$ cat config.mk
export PLATFORM = sky130hd
export DESIGN_NAME = div_seq_flat
export DESIGN_NICKNAME = d
export VERILOG_FILES = /design/src/rtl/div_seq_if.sv /design/src/rtl/div_seq.sv /design/src/flat_wrapper.sv
export SDC_FILE = /design/constraint.sdc
export NUM_CORES = 1
export LEC_CHECK = 0
export ABC_CLOCK_PERIOD_IN_PS = 3410
export CAP_MARGIN = 40
export CORE_ASPECT_RATIO = 0.8
export CORE_MARGIN = 5
export CORE_UTILIZATION = 41
export CTS_CLUSTER_DIAMETER = 80
export CTS_CLUSTER_SIZE = 8
export DETAILED_ROUTE_END_ITERATION = 8
export SLEW_MARGIN = 10
export SYNTH_ARGS = -nofsm -noshare
export SYNTH_HDL_FRONTEND = slang
export SYNTH_SLANG_ARGS = --single-unit
$ cat constraint.sdc
create_clock -name clk -period 3.41 [get_ports clk]
set_input_delay 0.8525 -clock clk [delete_from_list [all_inputs] [get_ports clk]]
set_output_delay 0.8525 -clock clk [all_outputs]
set_load 0.05 [all_outputs]
$ cat src/rtl/div_seq_if.sv
// rtl/div_seq_if.sv - EX-stage to divider handshake bundle
interface div_seq_if #(
  parameter int WIDTH = 32
);
  logic                 signed_div_i;
  logic [WIDTH-1:0]     opdata1_i;
  logic [WIDTH-1:0]     opdata2_i;
  logic                 start_i;
  logic                 annul_i;
  logic [2*WIDTH-1:0]   result_o;
  logic                 ready_o;
  logic                 stallreq_o;

  modport master (
    output signed_div_i, opdata1_i, opdata2_i, start_i, annul_i,
    input  result_o, ready_o, stallreq_o
  );

  modport slave (
    input  signed_div_i, opdata1_i, opdata2_i, start_i, annul_i,
    output result_o, ready_o, stallreq_o
  );
endinterface

$ cat src/rtl/div_seq.sv
// rtl/div_seq.sv - restoring shift-subtract divider, one quotient bit per clock
module div_seq #(
  parameter int WIDTH = 32
) (
  input  logic     clk,
  input  logic     rst,
  div_seq_if.slave bus
);
  localparam int CW = (WIDTH > 1) ? $clog2(WIDTH) : 1;
  localparam logic [CW-1:0] LAST = CW'(WIDTH - 1);

  typedef enum logic [1:0] {FREE, BYZERO, ON, END} state_t;

  state_t           state, next_state;
  logic [CW-1:0]    cnt;
  logic [WIDTH-1:0] rem, quo, divisor;
  logic             neg_q, neg_r;

  logic [WIDTH:0]   shifted, diff;
  logic             ge;
  logic [WIDTH-1:0] fix_q, fix_r, mag1, mag2;
  logic             accept;

  function automatic logic [WIDTH-1:0] neg(input logic [WIDTH-1:0] x);
    return {WIDTH{1'b0}} - x;
  endfunction

  assign accept = bus.start_i & ~bus.annul_i;
  assign mag1 = (bus.signed_div_i & bus.opdata1_i[WIDTH-1]) ? neg(bus.opdata1_i) : bus.opdata1_i;
  assign mag2 = (bus.signed_div_i & bus.opdata2_i[WIDTH-1]) ? neg(bus.opdata2_i) : bus.opdata2_i;

  // quo doubles as the dividend shift register: its MSB feeds the remainder
  // while quotient bits enter at the LSB.
  assign shifted = {rem, quo[WIDTH-1]};
  assign ge      = shifted >= {1'b0, divisor};
  assign diff    = shifted - {1'b0, divisor};
  assign fix_q   = neg_q ? neg(quo) : quo;
  assign fix_r   = neg_r ? neg(rem) : rem;

  assign bus.stallreq_o = bus.start_i & ~bus.ready_o & ~bus.annul_i;

  always_ff @(posedge clk) begin
    if (rst) state <= FREE;
    else     state <= next_state;
  end

  always_comb begin
    next_state = state;
    case (state)
      FREE:   if (accept) next_state = (bus.opdata2_i == '0) ? BYZERO : ON;
      BYZERO: next_state = bus.annul_i ? FREE : END;
      ON: begin
        if (bus.annul_i)     next_state = FREE;
        else if (cnt == LAST) next_state = END;
      end
      END:    if (bus.annul_i || !bus.start_i) next_state = FREE;
      default: next_state = FREE;
    endcase
  end

  always_ff @(posedge clk) begin
    if (rst) begin
      cnt          <= '0;
      rem          <= '0;
      quo          <= '0;
      divisor      <= '0;
      neg_q        <= 1'b0;
      neg_r        <= 1'b0;
      bus.result_o <= '0;
      bus.ready_o  <= 1'b0;
    end else begin
      case (state)
        FREE: begin
          if (accept) begin
            rem     <= '0;
            quo     <= mag1;
            divisor <= mag2;
            neg_q   <= bus.signed_div_i & (bus.opdata1_i[WIDTH-1] ^ bus.opdata2_i[WIDTH-1]);
            neg_r   <= bus.signed_div_i & bus.opdata1_i[WIDTH-1];
            cnt     <= '0;
          end
        end
        BYZERO: begin
          rem   <= '0;
          quo   <= '0;
          neg_q <= 1'b0;
          neg_r <= 1'b0;
          if (bus.annul_i) cnt <= '0;
        end
        ON: begin
          if (bus.annul_i) begin
            cnt <= '0;
          end else begin
            rem <= ge ? diff[WIDTH-1:0] : shifted[WIDTH-1:0];
            quo <= {quo[WIDTH-2:0], ge};
            cnt <= (cnt == LAST) ? '0 : cnt + 1'b1;
          end
        end
        END: begin
          if (bus.annul_i || !bus.start_i) begin
            cnt          <= '0;
            bus.result_o <= '0;
            bus.ready_o  <= 1'b0;
          end else begin
            bus.result_o <= {fix_r, fix_q};
            bus.ready_o  <= 1'b1;
          end
        end
        default: begin
          cnt          <= '0;
          bus.result_o <= '0;
          bus.ready_o  <= 1'b0;
        end
      endcase
    end
  end
endmodule
$ cat src/flat_wrapper.sv
// flat-port wrapper written by rule: the top's interface ports become plain ports
module div_seq_flat 
#(
  parameter int WIDTH = 32
)
  (clk, rst, bus_signed_div_i, bus_opdata1_i, bus_opdata2_i, bus_start_i, bus_annul_i, bus_result_o, bus_ready_o, bus_stallreq_o);
  div_seq_if #(.WIDTH(WIDTH)) bus_i ();
  input  logic clk;
  input  logic rst;
  input wire logic [$bits(bus_i.signed_div_i)-1:0] bus_signed_div_i;
  input wire logic [$bits(bus_i.opdata1_i)-1:0] bus_opdata1_i;
  input wire logic [$bits(bus_i.opdata2_i)-1:0] bus_opdata2_i;
  input wire logic [$bits(bus_i.start_i)-1:0] bus_start_i;
  input wire logic [$bits(bus_i.annul_i)-1:0] bus_annul_i;
  output wire logic [$bits(bus_i.result_o)-1:0] bus_result_o;
  output wire logic [$bits(bus_i.ready_o)-1:0] bus_ready_o;
  output wire logic [$bits(bus_i.stallreq_o)-1:0] bus_stallreq_o;
  assign bus_i.signed_div_i = bus_signed_div_i;
  assign bus_i.opdata1_i = bus_opdata1_i;
  assign bus_i.opdata2_i = bus_opdata2_i;
  assign bus_i.start_i = bus_start_i;
  assign bus_i.annul_i = bus_annul_i;
  assign bus_result_o = bus_i.result_o;
  assign bus_ready_o = bus_i.ready_o;
  assign bus_stallreq_o = bus_i.stallreq_o;
  div_seq #(.WIDTH(WIDTH)) u_core (.clk(clk), .rst(rst), .bus(bus_i));
endmodule
==> metrics.csv <==
metric;value;unit
number of synthesized flops with an enable pin;0;
count leader, synth;dfxtp_1;
routed vias/inst;5.51;
min Tclk post-route;3040;ps
CTS tree;done;
CP bufs+invs;2;
Slew Limit Headroom;44.7;%
Seq cells post-synth;170;
placed cell count;1861;
unrepaired setup endpoints after global routing;no;
CP arrival;2190;ps
vias in the first global route;9383;
clock sink count;170;
Warnings, synthesis;0;
clock slew at reported path FFs;70;ps
Worst-Margin Slew;829;ps
Avg Inst Size Synth;7.75;sq um
final non-filler cell total;1893;
status;finished clean;
setup_tns;0;ps
cts repair resizes;0;
clk_lat worst skew;430;ps
crit path kind;input port to primary output;
largest net degree at the start of global routing;63;
dominant synthesized flop cell;dfxtp_1;
Routability Congestion;0.901;
Syn Inst Count;1394;
CTS Root Cell;clkbuf_16;
# IOs;135;
Fin. Hold Viols;0;
wire length per cell;17.4;um
hold buffer count at cts;0;
critical path endpoint category;primary output;
number of DRC markers in iteration 0;859;
synth-to-layout area growth;24.0;%
area of the mapped netlist;0.0108;sq mm
sequential area share after synthesis;31.5;%
die width;192;um
total track usage;21.9;%
gr ovfl total;0;
drt total wl;32900;um
cts bufs inserted;17;
die area;0.0297;sq mm
routed vias;10400;
1st-pass router iterations;5;
Final Util;51.3;%
cell family with most CP delay;buffers and inverters;
final net count;1637;
DP HPWL;25600;um
top cells by count, synth;170 x dfxtp_1, 150 x nor2_1, 141 x o21ai_0;
FP Rows;53;
syn nets;1508;
final cycle utilization of the critical path;89.2;%
CP max FO;6;
Max IR drop VDD;0.397;mV
Power, Total;0.00836;W
Diodes inserted;0;
CTS Buffer Depth;2;
# Post-CTS Setup Buffers;0;
area leader, netlist;dfxtp_1;
ranking of synthesized cells by area;dfxtp_1 31%, o21ai_0 6.5%, xnor2_1 5.9%;
Hold Crit Class;register to register;
synth unique cells;67;
MaxCap Viol Count;0;
Startpoint Class;input port;
H-tree depth;4;
Yosys top cell area share;31.5;%
# port buffers;134;
Critical Path Max Stage Delay;620;ps
final count of pins violating max slew;0;
Reg2Reg Setup Slack;410;ps
Antenna Nets Post-Route;0;
Leak Pwr;5.01;nW
DRC viols;0;
initial antenna violation count;0;
critical path required time;2560;ps
asr flop ratio synth;0;%
crit-path cells;clkdlybuf4s50_1, nand2b_1, nor2_1, buf_12;
Core ar.;0.0261;sq mm
Clock Skew;10.2;ps
Fillers;2585;
Max Freq;329;MHz
PD cells;624;mW/mm^2
first-pass GRT wire length;52400;um
initial core utilization;41.4;%
final setup vio count;0;
Slowest-stage cell, CP;clkdlybuf4s50_1;
die height;155;um
fraction of layout cells with a size suffix above 1;7.62;%
cell usage in the layout (no fill, tap or decap), types with 6 or more instances in the layout:
cell type / instances
o21ai_0: 141
o31ai_1: 29
dfxtp_1: 170
nand4_1: 6
or4_1: 8
ha_1: 44
a221oi_1: 6
clkdlybuf4s50_1: 132
o21ai_1: 10
xor2_1: 67
a21o_1: 13
a21oi_1: 93
inv_1: 58
nand2_1: 135
or3_1: 13
nor3_1: 24
clkbuf_16: 17
and2_1: 6
and3_1: 11
xnor2_1: 73
nor4_1: 12
a211oi_1: 30
nor2b_1: 7
nor2_1: 146
a22oi_1: 38
nand2b_1: 13
mux2i_1: 17
o41ai_1: 18
a31oi_1: 11
a32oi_1: 16
buf_4: 54
nand3_1: 22
tightest hold or removal path, delay by kind of cell (launching register included):
family / cells / cell delay [ps]
compound gates: 1 / 50
flops: 1 / 310
simple gates: 1 / 50
layout make-up:
type	instances	area [sq um]	share of cell area (%)
tap	357	447	3.33
sequential	170	3400	25.4
inverter	58	218	1.62
multi-input combinational	1084	6890	51.4
timing repair buffer	192	1840	13.7
clock inverter	15	180	1.34
clock buffer	17	425	3.18
power by group:
group / internal, W / leakage, nW / total, W / switching [W]
clock: 0.00111 / 0.298 / 0.00202 / 0.000905
sequential: 0.00227 / 1.38 / 0.00274 / 0.000467
combinational: 0.00139 / 3.33 / 0.00361 / 0.00223
flip-flops by register name (all words and copies together) (netlist names):
name and cells:
u_core.rem 32, u_core.cnt 5, u_core.bus.ready_o 1, u_core.bus.result_o 64, u_core.divisor 32, u_core.state 2, u_core.quo 32, u_core.neg_q 1
u_core.neg_r 1
worst paths after layout:
check / cells past startpoint / to / start
max reg2reg: 9 / u_core.rem[31] / u_core.rem[13]
max: 4 / bus_stallreq_o / bus_start_i
min: 2 / u_core.bus.result_o[25] / u_core.bus.result_o[25]
min reg2reg: 2 / u_core.bus.result_o[25] / u_core.bus.result_o[25]
layer usage:
| layer | track usage [%] | vias to the layer above | wire length (um) |
|---|---|---|---|
| met5 | 0 | - | 0 |
| met4 | 4.31 | 0 | 251 |
| met3 | 4.17 | 16 | 2630 |
| met2 | 26.9 | 312 | 11800 |
| met1 | 37.6 | 4821 | 18200 |
| li1 | - | 5279 | - |
cell families after synthesis:
logic type	Yosys count	share of synthesized area (%)
compound gates	449	26.5
xor+xnor	140	11.3
fa+ha+maj	45	5.28
buf+inv	140	4.90
flops	170	31.5
mux	17	1.57
simple gates	433	18.9
stage by stage:
step	worst slack [ps]	hold WS, ps	instance area [sq um]
6_report	369	452	13400
5_1_grt	193	476	13400
4_1_cts	384	456	13400
3_5_place_dp	51.7	445	12800
3_3_place_gp	132	433	12800
2_1_floorplan	529	432	10800
Note: power is estimated with default switching activity, not from simulation.
